===== src/rtl/uart_cfg.sv =====
// Parametrised full-duplex UART: TX frame starts the cycle after an accepted trmt; RX flags a word
// about (CLK_DIV/2 + frame bits*CLK_DIV + 3) clocks after the start edge. No backpressure; overrun is flagged.
module uart_cfg #(
  parameter int CLK_DIV   = 434,
  parameter int DATA_BITS = 8,
  parameter int PARITY    = 0,
  parameter int STOP_BITS = 1
) (
  input  logic                 clk,
  input  logic                 rst,
  input  logic                 RX,
  output logic                 TX,
  input  logic                 trmt,
  input  logic [DATA_BITS-1:0] tx_data,
  output logic                 tx_busy,
  output logic                 tx_done,
  output logic [DATA_BITS-1:0] rx_data,
  output logic                 rx_rdy,
  input  logic                 clr_rx_rdy,
  output logic                 parity_err,
  output logic                 framing_err,
  output logic                 overrun
);

  localparam int PW  = (PARITY != 0) ? 1 : 0;
  localparam int TXN = 1 + DATA_BITS + PW + STOP_BITS;
  localparam int RXW = DATA_BITS + PW;
  localparam int RXN = RXW + 1;
  localparam int CW  = $clog2(CLK_DIV + 1);
  localparam int TBW = $clog2(TXN + 1);
  localparam int RBW = $clog2(RXN + 1);

  localparam logic [CW-1:0] DIV_FULL = CW'(CLK_DIV);
  localparam logic [CW-1:0] DIV_LAST = CW'(CLK_DIV - 1);
  localparam logic [CW-1:0] DIV_HALF = CW'(CLK_DIV / 2);
  localparam logic [CW-1:0] CNT_ONE  = CW'(1);

  localparam logic [0:0] TX_IDLE  = 1'b0;
  localparam logic [0:0] TX_SHIFT = 1'b1;

  localparam logic [1:0] RX_IDLE      = 2'd0;
  localparam logic [1:0] RX_START_CHK = 2'd1;
  localparam logic [1:0] RX_SHIFT     = 2'd2;
  localparam logic [1:0] RX_STOP_WAIT = 2'd3;

  // ---------------------------------------------------------------- transmitter
  logic [0:0]     tx_state;
  logic [CW-1:0]  tx_cnt;
  logic [TBW-1:0] tx_bit;
  logic [TXN-2:0] tx_sh;
  logic           tx_q;
  logic           tx_done_q;
  logic [TXN-1:0] tx_frame;
  logic           tx_par;
  logic           tx_bit_end;
  logic           tx_last_bit;

  always_comb begin
    tx_par                 = (^tx_data) ^ (PARITY == 2);
    tx_frame               = '1;
    tx_frame[0]            = 1'b0;
    tx_frame[DATA_BITS:1]  = tx_data;
    tx_frame[DATA_BITS+1]  = (PW != 0) ? tx_par : 1'b1;
  end

  assign tx_bit_end  = (tx_cnt == DIV_LAST);
  assign tx_last_bit = (tx_bit == TBW'(TXN - 1));

  always_ff @(posedge clk) begin
    if (rst) begin
      tx_state  <= TX_IDLE;
      tx_cnt    <= '0;
      tx_bit    <= '0;
      tx_sh     <= '1;
      tx_q      <= 1'b1;
      tx_done_q <= 1'b0;
    end else begin
      case (tx_state)
        TX_IDLE: begin
          if (trmt) begin
            tx_state  <= TX_SHIFT;
            tx_cnt    <= '0;
            tx_bit    <= '0;
            tx_sh     <= tx_frame[TXN-1:1];
            tx_q      <= tx_frame[0];
            tx_done_q <= 1'b0;
          end
        end
        default: begin
          if (tx_bit_end) begin
            tx_cnt <= '0;
            if (tx_last_bit) begin
              tx_state  <= TX_IDLE;
              tx_q      <= 1'b1;
              tx_done_q <= 1'b1;
            end else begin
              // Remaining frame bits sit LSB-first; refill with idle-high
              tx_bit <= tx_bit + TBW'(1);
              tx_q   <= tx_sh[0];
              tx_sh  <= {1'b1, tx_sh[TXN-2:1]};
            end
          end else begin
            tx_cnt <= tx_cnt + CNT_ONE;
          end
        end
      endcase
    end
  end

  assign TX      = tx_q;
  assign tx_busy = (tx_state == TX_SHIFT);
  assign tx_done = tx_done_q;

  // ---------------------------------------------------------------- receiver
  logic           rx_meta;
  logic           rxs;
  logic [1:0]     rx_state;
  logic [CW-1:0]  rx_cnt;
  logic [RBW-1:0] rx_bit;
  logic [RXW-1:0] rx_sh;
  logic           rx_cnt_exp;
  logic           rx_last;
  logic           rx_complete;
  logic           rx_exp_par;
  logic           rx_perr;

  assign rx_cnt_exp  = (rx_cnt == CNT_ONE);
  assign rx_last     = (rx_bit == RBW'(RXN - 1));
  assign rx_complete = (rx_state == RX_SHIFT) && rx_cnt_exp && rx_last;
  assign rx_exp_par  = (^rx_sh[DATA_BITS-1:0]) ^ (PARITY == 2);
  assign rx_perr     = (PW != 0) && (rx_sh[RXW-1] != rx_exp_par);

  always_ff @(posedge clk) begin
    if (rst) begin
      rx_meta     <= 1'b1;
      rxs         <= 1'b1;
      rx_state    <= RX_IDLE;
      rx_cnt      <= '0;
      rx_bit      <= '0;
      rx_sh       <= '0;
      rx_data     <= '0;
      parity_err  <= 1'b0;
      framing_err <= 1'b0;
    end else begin
      rx_meta <= RX;
      rxs     <= rx_meta;
      case (rx_state)
        RX_IDLE: begin
          if (!rxs) begin
            rx_state <= RX_START_CHK;
            rx_cnt   <= DIV_HALF;
          end
        end
        RX_START_CHK: begin
          if (rx_cnt_exp) begin
            if (rxs) begin
              rx_state <= RX_IDLE;
            end else begin
              rx_state <= RX_SHIFT;
              rx_cnt   <= DIV_FULL;
              rx_bit   <= '0;
            end
          end else begin
            rx_cnt <= rx_cnt - CNT_ONE;
          end
        end
        RX_SHIFT: begin
          if (rx_cnt_exp) begin
            rx_cnt <= DIV_FULL;
            if (rx_last) begin
              rx_data     <= rx_sh[DATA_BITS-1:0];
              parity_err  <= rx_perr;
              framing_err <= !rxs;
              // A low stop bit may be a break: wait for the line to go idle first
              rx_state    <= rxs ? RX_IDLE : RX_STOP_WAIT;
            end else begin
              rx_sh  <= {rxs, rx_sh[RXW-1:1]};
              rx_bit <= rx_bit + RBW'(1);
            end
          end else begin
            rx_cnt <= rx_cnt - CNT_ONE;
          end
        end
        default: begin
          if (rxs) begin
            rx_state <= RX_IDLE;
          end
        end
      endcase
    end
  end

  // A completing frame outranks a same-cycle clear
  always_ff @(posedge clk) begin
    if (rst) begin
      rx_rdy  <= 1'b0;
      overrun <= 1'b0;
    end else if (rx_complete) begin
      rx_rdy  <= 1'b1;
      overrun <= clr_rx_rdy ? 1'b0 : (overrun | rx_rdy);
    end else if (clr_rx_rdy) begin
      rx_rdy  <= 1'b0;
      overrun <= 1'b0;
    end
  end

endmodule


===== config.mk =====
export PLATFORM = sky130hd
export DESIGN_NAME = uart_cfg
export DESIGN_NICKNAME = d
export VERILOG_FILES = /design/src/rtl/uart_cfg.sv
export SDC_FILE = /design/constraint.sdc
export NUM_CORES = 1
export LEC_CHECK = 0
export CAP_MARGIN = 40
export CORE_AREA = 2 2 76 78
export DETAILED_ROUTE_END_ITERATION = 12
export DIE_AREA = 0 0 78 80
export PLACE_DENSITY_LB_ADDON = 0.2
export SYNTH_ARGS = -nofsm -noshare
export SYNTH_HDL_FRONTEND = slang
export SYNTH_SLANG_ARGS = --single-unit

===== constraint.sdc =====
create_clock -name clk -period 2.4 [get_ports clk]
set_clock_uncertainty 0.2 [all_clocks]
set_input_delay 0.48 -clock clk [delete_from_list [all_inputs] [get_ports clk]]
set_output_delay 0.48 -clock clk [all_outputs]
set_load 0.02 [all_outputs]

==> impl_metrics.tcl <==
set metrics [dict create \
    drive_gt1_share_pct 9.68 \
    criticalPathCategory "reg -> out" \
    cts_htree_levels 3 \
    grt_antenna_before_repair 0 \
    synth_cell_types 60 \
    hold_slack_ps 197 \
    relSlewSlack_pct 61.2 \
    outcome "finished, final reports clean" \
    wl_per_cell_um 15.0 \
    powerDensity_nw_per_um2 805 \
    finalHoldViolations 0 \
    synthToLayoutAreaGrowth_pct 19.2 \
    period_needed_ps 2260 \
    swShare_pct 28.4 \
    die_y_um 80 \
    pre_cts_slack_ps 207 \
    synth_nets 365 \
    syn_area_um2 2960 \
    core_area_um2 5410 \
    cpMaxStageDelayCell "clkdlybuf4s50_1" \
    vias 2599 \
    end_kind "primary output" \
    finalSetupTns_ps 0 \
    path_max_fanout 12 \
    postCtsSetupRepairBufs 0 \
    cp.required_ps 1720 \
    seqPwrFrac_pct 39.6 \
    power.clock.fraction_pct 40.5 \
    syn_area_per_cell_um2 8.69 \
    cts_max_path_buffers 2 \
    overflow 0 \
    ys.flop_type "dfxtp_1" \
    fin_nets 392 \
    drc 0 \
    power_frac_comb_pct 19.9 \
    synth_edf_count 0 \
    rows 27 \
    finalSetupViolCount 0 \
    ys_async_sr_fraction_pct 0 \
    ir_drop_uv 671 \
    path_cells "clkdlybuf4s50_1" \
    fmax_mhz 443 \
    slew_viol_final 0 \
    p_int_mw 2.03 \
    synth_warnings 0 \
    detail-route-antenna-nets 0 \
    cts_resized 0 \
    synth_seq_area_share_pct 40.6 \
    dieWidth_um 78 \
    synth-seq-cells 60 \
    vias_per_cell 5.85 \
    initial_core_util_pct 54.7 \
    dieArea_um2 6240 \
    rsz0062_at_grt "false" \
    ctsHoldBuffers 0 \
    grt_max_degree 28 \
    p_sw_mw 0.807 \
    cts_root_buf "clkbuf_8" \
    path_clk_slew_ps 70 \
    wirelength_um 6680 \
    syn_inst 340 \
    tightest_slew_ps 574 \
    clock-sinks 60 \
    critPathBufInv 1 \
    drv_cap 0 \
    gp_congestion 0.851 \
    dr.first_iter.drc_count 186 \
    power.static_leakage_nw 1.31 \
    track_usage_pct 23.3 \
    holdCritPathClass "in -> reg" \
    first_pass_iters 4 \
    worst_ep_arrival_time_ps 1580 \
    postLayoutSetupSlackWorst_ps 142 \
    io_pins 28 \
    cpPeakStageDelay_ps 680 \
    post-dp-hpwl_um 4430 \
    antenna-diode-count 0 \
    grt_first_pass_wirelength_um 11400 \
    cp-start-kind "flop" \
    first_global_vias 2584 \
    fin_crit_sh_pct 94.1 \
    numCtsBuffers 9 \
    cts_tree "built" \
    crit_family "buffers and inverters" \
    port_buffers 26 \
    clkLatencyLatePin_ps 350 \
]
==> cell type report <==
| cell class | count | area (um2) |
|---|---|---|
| Fill cell | 486 | 1880 |
| Multi-Input combinational cell | 244 | 1590 |
| Inverter | 16 | 60.1 |
| Sequential cell | 60 | 1200 |
| Clock buffer | 12 | 155 |
| Tap cell | 72 | 90.1 |
| Timing Repair Buffer | 36 | 330 |
| Clock inverter | 4 | 95.1 |
==> logic make-up (layout without fill, tap and decap cells) <==
kind of cell	count (synthesis)	count (layout)	synth area share [%]
adders and majority gates	12	12	5.08
buffers and inverters	36	68	5.50
other	1	1	0.127
and+or+nand+nor	125	125	22.4
DFF	60	60	40.6
muxes	17	17	5.80
xor gates and xnor gates	2	2	0.593
AOI/OAI and AO/OA	87	87	19.8
==> metrics by stage <==
stage	total power, mW	std cells	util, %	instance area [um2]
6_report	2.84	444	65.2	3520
5_1_grt	2.97	444	65.2	3520
4_1_cts	2.84	444	65.2	3520
3_5_place_dp	1.70	428	60.6	3270
3_3_place_gp	1.69	428	60.6	3270
2_1_floorplan	1.55	340	-	2960
==> registers in the layout (all words and copies together), names as in the netlist <==
| register | count |
|---|---|
| TX | 1 |
| framing_err | 1 |
| overrun | 1 |
| rx_bit | 4 |
| rx_cnt | 9 |
| rx_data | 8 |
| rx_meta | 1 |
| rx_rdy | 1 |
| rx_sh | 8 |
| rx_state | 2 |
| rxs | 1 |
| tx_bit | 4 |
| tx_busy | 1 |
| tx_cnt | 9 |
| tx_done | 1 |
| tx_sh | 8 |
==> layer usage <==
metal	vias to the layer above	global-route usage [%]	part of all wire (%)
li1	1296	-	-
met1	1231	27.1	44
met2	62	38.9	49
met3	10	7.69	4.8
met4	0	10.9	1.4
met5	-	0	0
==> synthesized netlist by cell type (all sizes together) (2+ instances only) <==
cell | count | area, um2
dfxtp | 60 | 1200
nand2 | 30 | 113
a21oi | 29 | 145
nor2 | 27 | 101
inv | 16 | 60.1
mux2i | 16 | 160
clkbuf | 12 | 45.0
ha | 12 | 150
a31oi | 11 | 68.8
nor3 | 11 | 55.1
o21ai | 11 | 55.1
nand3 | 10 | 50.1
buf | 8 | 57.6
or3 | 6 | 37.5
a311oi | 5 | 43.8
nand2b | 5 | 31.3
nand4 | 5 | 31.3
nor4 | 5 | 37.5
or4 | 5 | 37.5
a211oi | 4 | 30.0
nor2b | 3 | 18.8
o211ai | 3 | 22.5
o31ai | 3 | 22.5
or2 | 3 | 18.8
a21o | 2 | 15.0
a31o | 2 | 17.5
a41oi | 2 | 17.5
and2 | 2 | 12.5
and3 | 2 | 12.5
nor3b | 2 | 15.0
nor4b | 2 | 23.8
o32ai | 2 | 17.5
o41ai | 2 | 36.3
xnor2 | 2 | 17.5
==> power groups by stage <==
stage / clock (mW) / combinational (mW) / sequential, mW
2_1_floorplan: 0 / 0.430 / 1.12
3_3_place_gp: 0 / 0.545 / 1.14
3_5_place_dp: 0 / 0.552 / 1.14
4_1_cts: 1.16 / 0.557 / 1.12
5_1_grt: 1.22 / 0.621 / 1.13
6_report: 1.15 / 0.564 / 1.12
==> path summary, 6_finish.rpt <==
kind	start	slack (ps)	cells past startpoint	to
worst max-delay path	tx_busy$_SDFF_PP0_	140	1	tx_busy
worst min-delay path	rst	200	2	rx_bit[0]$_SDFFE_PP0P_
worst max register to register	rx_cnt[0]$_SDFFE_PP0P_	160	5	rx_bit[2]$_SDFFE_PP0P_
worst min register to register	rx_meta$_SDFF_PP1_	240	1	rxs$_SDFF_PP1_
==> layout by cell type (no fill, tap or decap), types with 4 or more instances in the layout <==
cell type	instances
a31oi_1	11
o21ai_0	11
ha_1	12
inv_1	16
nand2_1	30
nand2b_1	5
dfxtp_1	60
clkdlybuf4s50_1	25
or4_1	5
nor2_1	27
nor4_1	4
nand3_1	10
nand4_1	5
a311oi_1	5
clkbuf_8	11
a211oi_1	4
a21oi_1	29
mux2i_1	16
buf_4	10
or3_1	6
nor3_1	11
No activity file was read; power rests on OpenSTA's default activity.
==> RTL edit: new RTL, config.mk and constraints unchanged <==
Reset style: asynchronous (`rst`), changed in 3 clocked blocks.
--- a/src/rtl/uart_cfg.sv
+++ b/src/rtl/uart_cfg.sv
@@ -67,5 +67,5 @@
   assign tx_last_bit = (tx_bit == TBW'(TXN - 1));
 
-  always_ff @(posedge clk) begin
+  always_ff @(posedge clk or posedge rst) begin
     if (rst) begin
       tx_state  <= TX_IDLE;
@@ -131,5 +131,5 @@
   assign rx_perr     = (PW != 0) && (rx_sh[RXW-1] != rx_exp_par);
 
-  always_ff @(posedge clk) begin
+  always_ff @(posedge clk or posedge rst) begin
     if (rst) begin
       rx_meta     <= 1'b1;
@@ -192,5 +192,5 @@
 
   // A completing frame outranks a same-cycle clear
-  always_ff @(posedge clk) begin
+  always_ff @(posedge clk or posedge rst) begin
     if (rst) begin
       rx_rdy  <= 1'b0;
Formal check against the unedited RTL: differs if rst is asserted again (counterexample within 4 cycles, from zero or initial values and one cycle with rst high); with rst held inactive, the same outputs for 10 cycles.
==> RTL edit against the original RTL <==
  * Final area rose by 5.3%
  * Sequential cell count unchanged
  * Synthesized area is 4.7% higher
  * Utilization rose by 3.4 points
  * Sequential share of layout area increased by 6.8 points
  * Worst setup slack better by 0.097 ns
  * First-iteration DRC count shrank 41%
  * Highest routed layer unchanged
  * Wire length fell by 15%
  * Die area is the same
Power is not compared: it rests on default switching activity, and its combinational part moved more than twofold at a synthesized area within 25%.
==> RTL edit: results (changes against the original RTL) <==
* Data arrival time of the critical path: 1.48 ns (-0.10 ns)
* Xor-xnor portion of the synthesized cell area: 0.00566 (-0.000268)
- The weighted congestion reported at the end of routability-driven placement came to 0.836 (-1.7%).
* Number of cells on the worst reg-to-reg path: 6 (+1)
- The number of different library cells in the post-synthesis netlist came to 57 (-5.0%).
* Hold Path Class: reg2reg
* Fraction of the mapped netlist area in compound gates: 0.150 (-0.0486)
- The delay of the slowest critical-path stage was 0.59 ns (-0.09 ns).
- The worst-margin pin slew came to 0.496 ns (-0.0785 ns).
- The global-route wire length before repair came to 9620 µm (-16%).
- The portion of synthesized cell area occupied by the leading cell type is 0.396 (-0.0103).
- The async set or reset register ratio after synthesis is 1.00 (+1.00).
- The overall global routing resource usage is 0.199 (-0.0336).
* Worst slack, placed: 0.332 ns (+0.125 ns)
- The detailed-route wire length on metal 1 came to 2620 µm (-12%).
* Mapped Nets: 323 (-12%)
- The estimated wirelength of the detail-placed design is 3860 µm (-13%).
- The fraction of the yosys area taken by sequential cells is 0.489 (+0.0831).
- DR vias/cell: 5.53 (-5.5%)
* Met2 wirelength from detailed routing: 2820 µm (-14%)
- Hold Path Stages: 0 (-2)
- The fraction of final layout cells sized beyond drive strength 1 came to 0.198 (+0.101).
* Number of global-route vias before repair: 2157 (-17%)
- Share of synthesized area spent on multiplexers: 0.103 (+0.0455)
- Among all flip-flop cells after synthesis, the most frequent one is sky130_fd_sc_hd__dfrtp_1.
- Wire length on met3: 112 µm (-65%)
* Antenna cells: 0 (unchanged)
- In this run the clock root is driven by a sky130_fd_sc_hd__clkbuf_8.
* Top cell types by occurrence after synthesis: sky130_fd_sc_hd__dfrtp_1, sky130_fd_sc_hd__nand2_1, sky130_fd_sc_hd__o21ai_0, sky130_fd_sc_hd__inv_1, sky130_fd_sc_hd__mux2_2
- The number of nets in the layout was 358 (-8.7%).
* Maximum number of pins on one net before global-route repair: 61 (+120%)
- The count of routing violations after the opening detailed-route iteration was 110 (-41%).
- The flow ran to the end, and the final reports show no timing, DRC or antenna violations.
- CP Max Fanout: 3 (-9)
* Average wire per standard cell: 13.8 µm (-8.3%)
* Post-synthesis share of cell area spent on full adders, half adders and majority gates: 0.0485 (-0.00230)
==> RTL edit: cell count changes after synthesis, sizes merged, moves of 5 or more <==
| cell | unedited run | this run |
|---|---|---|
| o21ai | 11 | 27 |
| dfxtp | 60 | 0 |
| nor2 | 27 | 15 |
| mux2i | 16 | 11 |
| clkbuf | 12 | 3 |
| a21oi | 29 | 13 |
| dfstp | 0 | 11 |
| a311oi | 5 | 0 |
| mux2 | 1 | 18 |
| dfrtp | 0 | 49 |
| nor3 | 11 | 5 |
==> RTL edit: per-stage QoR <==
step | power, µW | instances | instance area (µm²)
after global placement | 1120 | 394 | 3470
final | 2190 | 410 | 3710
after detailed placement | 1120 | 394 | 3470
after CTS | 2210 | 410 | 3710
after floorplan | 1080 | 298 | 3100
after global routing | 2260 | 410 | 3710
==> RTL edit: final timing paths <==
| kind | end | start | slack, ns |
|---|---|---|---|
| worst max-delay path | TX | TX | 0.24 |
| worst min-delay path | rxs | rx_meta | 0.15 |
| worst max register to register | rx_cnt[5] | rx_cnt[0] | 0.34 |
| worst min register to register | rxs | rx_meta | 0.15 |
| max in group asynchronous | rx_meta | rst | 1.38 |
| min in group asynchronous | rx_rdy | rst | 0.30 |
==> RTL edit: kinds of logic after synthesis <==
logic type | count (synthesis)
muxes | 29
DFF | 60
xor gates and xnor gates | 2
and+or+nand+nor | 93
buffers and inverters | 30
other | 1
adders and majority gates | 12
AOI/OAI and AO/OA | 71
==> RTL edit: cell type report <==
class,instances,area (µm²)
Fill cell,400,1700
Sequential cell,60,1520
Multi-Input combinational cell,208,1450
Timing Repair Buffer,35,340
Clock buffer,10,128
Clock inverter,6,113
Tap cell,72,90.1
Inverter,19,71.3
==> RTL edit: routing by layer <==
metal  vias up  GRT usage
met1      1101      0.248
met3        10     0.0407
met4         0      0.105
met5         -          0
met2        24      0.329
li1       1133          -
==> RTL edit: power groups by stage <==
stage	logic, µW	clock network, µW	registers (µW)
2_1_floorplan	34.1	0	1050
3_3_place_gp	62.7	0	1050
3_5_place_dp	63.7	0	1050
4_1_cts	63.8	1120	1030
5_1_grt	70.5	1160	1040
6_report	61.5	1090	1030
